$ cat src/rtl/q_cycle_if.sv
// ----------------------------------------------------------------------------
// q_cycle_if : PC/pipeline-side signal bundle of the Q1..Q4 cycle sequencer
// Rev 1.0
// ----------------------------------------------------------------------------
`default_nettype none

interface q_cycle_if;
  logic       skip;
  logic       goto;
  logic       sleep_req;
  logic       wake_req;
  logic [1:0] q_phase;
  logic       fe_en;
  logic       ex_valid;
  logic       ir_load;
  logic       retire;
  logic       sleeping;

  modport master (
    input  skip, goto, sleep_req, wake_req,
    output q_phase, fe_en, ex_valid, ir_load, retire, sleeping
  );

  modport slave (
    output skip, goto, sleep_req, wake_req,
    input  q_phase, fe_en, ex_valid, ir_load, retire, sleeping
  );
endinterface

`default_nettype wire

$ cat src/rtl/q_cycle_sequencer.sv
// ----------------------------------------------------------------------------
// q_cycle_sequencer : Q1..Q4 instruction-cycle timing, pipeline validity,
//                     power-up hold and SLEEP/wake sequencing
// Rev 1.0
// ----------------------------------------------------------------------------
`default_nettype none

module q_cycle_sequencer #(
  parameter int unsigned RESET_HOLD_CYCLES = 4,
  parameter int unsigned WAKE_CYCLES       = 8
) (
  input  wire logic clk,
  input  wire logic rst,
  q_cycle_if.master bus
);

  localparam logic [1:0] ST_HOLD  = 2'd0;
  localparam logic [1:0] ST_RUN   = 2'd1;
  localparam logic [1:0] ST_SLEEP = 2'd2;
  localparam logic [1:0] ST_WAKE  = 2'd3;

  localparam logic [7:0] C_HOLD_LAST = 8'(RESET_HOLD_CYCLES - 1);
  localparam logic [7:0] C_WAKE_LAST = 8'(WAKE_CYCLES - 1);

  logic [1:0] state_q, state_d;
  logic [1:0] phase_q, phase_d;
  logic [7:0] cnt_q, cnt_d;
  logic       primed_q, primed_d;
  logic       bubble_n_q, bubble_n_d;

  logic       w_ex_valid;
  logic       w_fe_en;
  logic       w_ir_load;
  logic       w_retire;
  logic       w_sleeping;

  always_ff @(posedge clk) begin
    if (rst) begin
      state_q    <= ST_HOLD;
      phase_q    <= 2'd0;
      cnt_q      <= 8'd0;
      primed_q   <= 1'b0;
      bubble_n_q <= 1'b0;
    end else begin
      state_q    <= state_d;
      phase_q    <= phase_d;
      cnt_q      <= cnt_d;
      primed_q   <= primed_d;
      bubble_n_q <= bubble_n_d;
    end
  end

  always_comb begin
    state_d    = state_q;
    phase_d    = phase_q;
    cnt_d      = cnt_q;
    primed_d   = primed_q;
    bubble_n_d = bubble_n_q;
    case (state_q)
      ST_HOLD: begin
        if (cnt_q == C_HOLD_LAST) begin
          state_d  = ST_RUN;
          cnt_d    = 8'd0;
          phase_d  = 2'd0;
          primed_d = 1'b0;
        end else begin
          cnt_d = cnt_q + 8'd1;
        end
      end
      ST_RUN: begin
        phase_d = phase_q + 2'd1;
        // Freeze the Q1 verdict so a flush survives the PC clearing skip/goto.
        if (phase_q == 2'd0) begin
          bubble_n_d = w_ex_valid;
        end
        if (phase_q == 2'd3) begin
          primed_d = 1'b1;
          if (w_ex_valid && bus.sleep_req && !bus.wake_req) begin
            state_d = ST_SLEEP;
            phase_d = 2'd0;
          end
        end
      end
      ST_SLEEP: begin
        phase_d = 2'd0;
        cnt_d   = 8'd0;
        if (bus.wake_req) begin
          state_d = ST_WAKE;
        end
      end
      default: begin
        // Instruction prefetched before SLEEP is still in IR, so resume primed.
        if (cnt_q == C_WAKE_LAST) begin
          state_d  = ST_RUN;
          cnt_d    = 8'd0;
          phase_d  = 2'd0;
          primed_d = 1'b1;
        end else begin
          cnt_d = cnt_q + 8'd1;
        end
      end
    endcase
  end

  always_comb begin
    w_ex_valid = 1'b0;
    w_fe_en    = 1'b0;
    w_ir_load  = 1'b0;
    w_retire   = 1'b0;
    w_sleeping = (state_q == ST_SLEEP) || (state_q == ST_WAKE);
    if (state_q == ST_RUN) begin
      w_fe_en    = 1'b1;
      w_ex_valid = (phase_q == 2'd0) ? (primed_q & ~(bus.skip | bus.goto)) : bubble_n_q;
      w_ir_load  = (phase_q == 2'd3);
      w_retire   = (phase_q == 2'd3) & w_ex_valid;
    end
  end

  assign bus.q_phase  = phase_q;
  assign bus.fe_en    = w_fe_en;
  assign bus.ex_valid = w_ex_valid;
  assign bus.ir_load  = w_ir_load;
  assign bus.retire   = w_retire;
  assign bus.sleeping = w_sleeping;

endmodule

`default_nettype wire
$ cat src/flat_wrapper.sv
// flat-port wrapper written by rule: the top's interface ports become plain ports
module q_cycle_sequencer_flat 
#(
  parameter int unsigned RESET_HOLD_CYCLES = 4,
  parameter int unsigned WAKE_CYCLES       = 8
)
  (clk, rst, bus_skip, bus_goto, bus_sleep_req, bus_wake_req, bus_q_phase, bus_fe_en, bus_ex_valid, bus_ir_load, bus_retire, bus_sleeping);
  q_cycle_if bus_i ();
  input  wire logic clk;
  input  wire logic rst;
  input wire logic [$bits(bus_i.skip)-1:0] bus_skip;
  input wire logic [$bits(bus_i.goto)-1:0] bus_goto;
  input wire logic [$bits(bus_i.sleep_req)-1:0] bus_sleep_req;
  input wire logic [$bits(bus_i.wake_req)-1:0] bus_wake_req;
  output wire logic [$bits(bus_i.q_phase)-1:0] bus_q_phase;
  output wire logic [$bits(bus_i.fe_en)-1:0] bus_fe_en;
  output wire logic [$bits(bus_i.ex_valid)-1:0] bus_ex_valid;
  output wire logic [$bits(bus_i.ir_load)-1:0] bus_ir_load;
  output wire logic [$bits(bus_i.retire)-1:0] bus_retire;
  output wire logic [$bits(bus_i.sleeping)-1:0] bus_sleeping;
  assign bus_i.skip = bus_skip;
  assign bus_i.goto = bus_goto;
  assign bus_i.sleep_req = bus_sleep_req;
  assign bus_i.wake_req = bus_wake_req;
  assign bus_q_phase = bus_i.q_phase;
  assign bus_fe_en = bus_i.fe_en;
  assign bus_ex_valid = bus_i.ex_valid;
  assign bus_ir_load = bus_i.ir_load;
  assign bus_retire = bus_i.retire;
  assign bus_sleeping = bus_i.sleeping;
  q_cycle_sequencer #(.RESET_HOLD_CYCLES(RESET_HOLD_CYCLES), .WAKE_CYCLES(WAKE_CYCLES)) u_core (.clk(clk), .rst(rst), .bus(bus_i));
endmodule
$ cat config.mk
export PLATFORM = sky130hd
export DESIGN_NAME = q_cycle_sequencer_flat
export DESIGN_NICKNAME = d
export VERILOG_FILES = /design/src/rtl/q_cycle_if.sv /design/src/rtl/q_cycle_sequencer.sv /design/src/flat_wrapper.sv
export SDC_FILE = /design/constraint.sdc
export NUM_CORES = 1
export LEC_CHECK = 0
export ABC_AREA = 1
export BUFFER_PORTS_ARGS = -buffer_cell sky130_fd_sc_hd__buf_2
export CORE_MARGIN = 3
export CORE_UTILIZATION = 50
export CTS_CLUSTER_DIAMETER = 120
export DETAILED_ROUTE_END_ITERATION = 12
export PLACE_DENSITY = 0.77
export SYNTH_ARGS = -nofsm -noshare
export SYNTH_HDL_FRONTEND = slang
export SYNTH_SLANG_ARGS = --single-unit
$ cat constraint.sdc
create_clock -name clk -period 1.65 [get_ports clk]
set_clock_uncertainty 0.1 [all_clocks]
set_input_delay 0 -clock clk [delete_from_list [all_inputs] [get_ports clk]]
set_output_delay 0 -clock clk [all_outputs]
set_load 0.1 [all_outputs]
==> key figures <==
Status
  • Status: completed

Clock network
  • Sink Count: 14
  • CTS root buf: clkbuf_4
  • Htree depth: 1
  • Num CTS Buffers: 3
  • Clk buf depth: 2
  • Skew-Pair Late Insertion Delay: about 0.28 ns
  • Worst-path clk slew: 0.09 ns
  • CTS tree: built

Timing
  • Slew HR: 67.7%
  • Setup WS post-layout: around 0.055 ns
  • Crit share post-route: 96.7%
  • Setup violators final: 0
  • Fin. Hold Viols: 0
  • Setup TNS: 0 ns
  • Fmax: 627 MHz
  • Worst Hold Slack: 0.129 ns
  • Slew of the pin with the lowest slew margin: 0.487 ns
  • Max Slew Vio Count: 0
  • Min Tclk post-route: 1.60 ns

Place
  • Port bufs: 12
  • Dpl cells: 177
  • Dpl hpwl: between 1500 and 2000 µm
  • Gpl congestion: 0.854
  • Setup Slack @ Placement: between 0.06 and 0.07 ns
  • Placed inst area: 1160 µm²

Power
  • P_sw: a little over 0.7 mW
  • Worst vdd ir: about 0.001 V
  • Logic gate share of total power: a little under three fifths
  • Clk pwr share: 16.1%
  • Sequential power share: between 20% and 30%
  • PD cells: 1210 nW/µm²
  • Power Internal: 0.867 mW
  • Power Total: 1.58 mW
  • Sw Ratio: 45.0%
  • Leakage: 0.623 nW

Setup path
  • Worst r2r path cells: 6
  • Reg2reg start: u_core.cnt_q[0]
  • Critical Path RT: approximately 1.6 ns
  • Most used cell, CP: nand2_4
  • FF-to-FF End: u_core.cnt_q[7]
  • Worst Setup Path Type: reg -> out
  • Setup crit end kind: output pin
  • Cell breakdown of the critical path: inv_4 -> ha_4 -> inv_1 -> nand2_1 -> nand2_4 -> nand2_4 -> nor2_4 -> buf_12
  • Worst path slowest cell: dfxtp_4
  • Worst setup SP type: register
  • CP arrival: 1.50 ns
  • CP max FO: 4
  • Max stage delay on crit path: 0.39 ns
  • R2r setup slk: 0.10 ns

Hold path
  • Hold Crit Depth: 7
  • Hold Path Sink: u_core.state_q[0]
  • Hold Crit Start: bus_wake_req
  • HP Class: in -> reg

Yosys
  • Syn Std Cell Area: approximately 930 µm²
  • Most frequent cell after synthesis: nand2_1
  • Post-synth EDFFs: 0
  • Post-synthesis register bit count: 14
  • Area leader, netlist: dfxtp_1
  • Top FF cell, synth: dfxtp_1
  • Cells after synthesis: about 140
  • Synth top area share: 30.1%
  • Post-Syn Area per Cell: 6.80 µm²
  • Async set-reset flop share out of synthesis: 0%
  • Post-synthesis sequential area ratio: 30.1%
  • Yosys warns: 0
  • Most frequent cells after synthesis: nand2_1 (30), inv_1 (25), nor2_1 (23), dfxtp_1 (14), a21oi_1 (9)
  • Library cells used by synthesis: 19
  • Top cells by area, synth: dfxtp_1 (30%), nand2_1 (12%), ha_1 (11%)
  • Syn Nets: 151

Layout
  • Layout Cells excl Fill: 187
  • Ant diodes: 0
  • Area grow syn2layout: 39.7%
  • Final core utilization: ~80%
  • Nets: 178
  • Layout cells sized above 1: about 31%
  • Fillers: 125
  • Design area: 1300 µm²

Floorplan
  • Die Ht: 49.2 µm
  • Die span in x: 49.2 µm
  • Core Area: around 1600 µm²
  • Initial core utilization: 57.2%
  • Row Count: 14
  • # IOs: 13
  • Die ar.: around 2400 µm²

Run
  • Max-cap violations: 0

Detailed routing
  • Post-DRT Antenna Nets: 0
  • First-pass DRT Iterations: 4
  • WL final: between 2000 and 2500 µm
  • DR DRC count: 0
  • WL/cell: 12.6 µm
  • Iteration-0 DRC Markers: 14
  • DR vias/cell: 4.81
  • Via count: 900

GRT
  • Overall routing resource usage: 21.0%
  • First-pass GRT wire length: around 3900 µm
  • Largest net degree at the start of global routing: 9
  • Vias in the first global route: 888
  • Initial antenna violation count: 0
  • Overflow after GRT: 0
## power groups by stage
stage	logic [mW]	clock network, mW	registers [mW]
6_report	0.869	0.254	0.455
2_1_floorplan	0.541	0	0.484
5_1_grt	0.948	0.282	0.460
3_3_place_gp	0.742	0	0.448
4_1_cts	0.812	0.256	0.447
3_5_place_dp	0.759	0	0.455
## critical path, delay by kind of cell (launching register included)
| family | cells | cell delay, ns |
|---|---|---|
| AND/OR/NAND/NOR | 4 | 0.40 |
| flip-flops | 1 | 0.39 |
| adder cells (fa/ha/maj) | 1 | 0.15 |
| buffers and inverters | 3 | 0.26 |
## logic make-up (layout without fill, tap and decap cells)
logic type	after synthesis	count (layout)	share of synthesized area, %
buffers and inverters	26	52	10.6
xor gates and xnor gates	5	5	4.70
AOI/OAI and AO/OA	14	14	10.3
adders and majority gates	8	8	10.7
DFF	14	14	30.1
and+or+nand+nor	70	70	33.6
## area by class of cell
class / count / area (µm²) / share of cell area [%]
multi-input cells: 97 / 611 / 46.9
flip-flops and latches: 14 / 293 / 22.5
repair buffers: 23 / 229 / 17.6
inverters: 25 / 104 / 7.97
clock buffers: 4 / 36.3 / 2.79
well taps: 24 / 30.0 / 2.31
## flip-flops by register name (all words and copies together) (netlist names)
name and flops:
u_core.bubble_n_q 1, u_core.primed_q 1, u_core.bus.q_phase 2, u_core.state_q 2, u_core.cnt_q 8
## per-layer routing
layer | share of wire [%] | global-route usage, % | up-vias | wire length [µm]
li1 | - | - | 473 | -
met5 | 0 | 0 | - | 0
met4 | 1.5 | 7.11 | 0 | 35
met3 | 5.9 | 4.89 | 4 | 139
met2 | 50 | 35.9 | 25 | 1190
met1 | 42 | 25.5 | 398 | 993
## cell usage in the layout (no fill, tap or decap), types with 2 or more instances in the layout
cell type      instances
inv_1                 20
dlygate4sd3_1          3
nor2_2                 3
clkinvlp_4             2
nand2_2                3
o21ai_4                2
nand2_1               27
nor2_1                21
buf_4                  7
nand3_1                8
a21oi_1                9
ha_1                   5
buf_12                 5
buf_2                  7
dfxtp_4                3
nand2_4                2
dfxtp_1               10
clkbuf_4               3
xor2_1                 5
ha_4                   2
inv_2                  2
## what timing repair did
| action | CTS | global route |
|---|---|---|
| pin swaps | 2 | 5 |
| resized for setup | 6 | 10 |
| setup endpoints to repair | 2 | 15 |
| endpoints found under the hold margin | 5 | 0 |
| hold buffers | 3 | 0 |
| buffers inserted | 1 | 2 |
## worst max-delay path by stage
stage	from	cells after the start	end	slack, ns
2_1_floorplan	u_core.state_q[1]	5	bus_retire	0.02
3_3_place_gp	u_core.state_q[1]	8	u_core.cnt_q[7]	0.15
3_5_place_dp	u_core.bus.q_phase[0]	11	u_core.bus.q_phase[0]	0.07
4_1_cts	u_core.state_q[1]	6	bus_ir_load	0.003
5_1_grt	u_core.bus.q_phase[0]	9	bus_retire	-0.03
6_report	u_core.bus.q_phase[0]	8	bus_retire	0.05
Power figures use the tool's default switching activity.
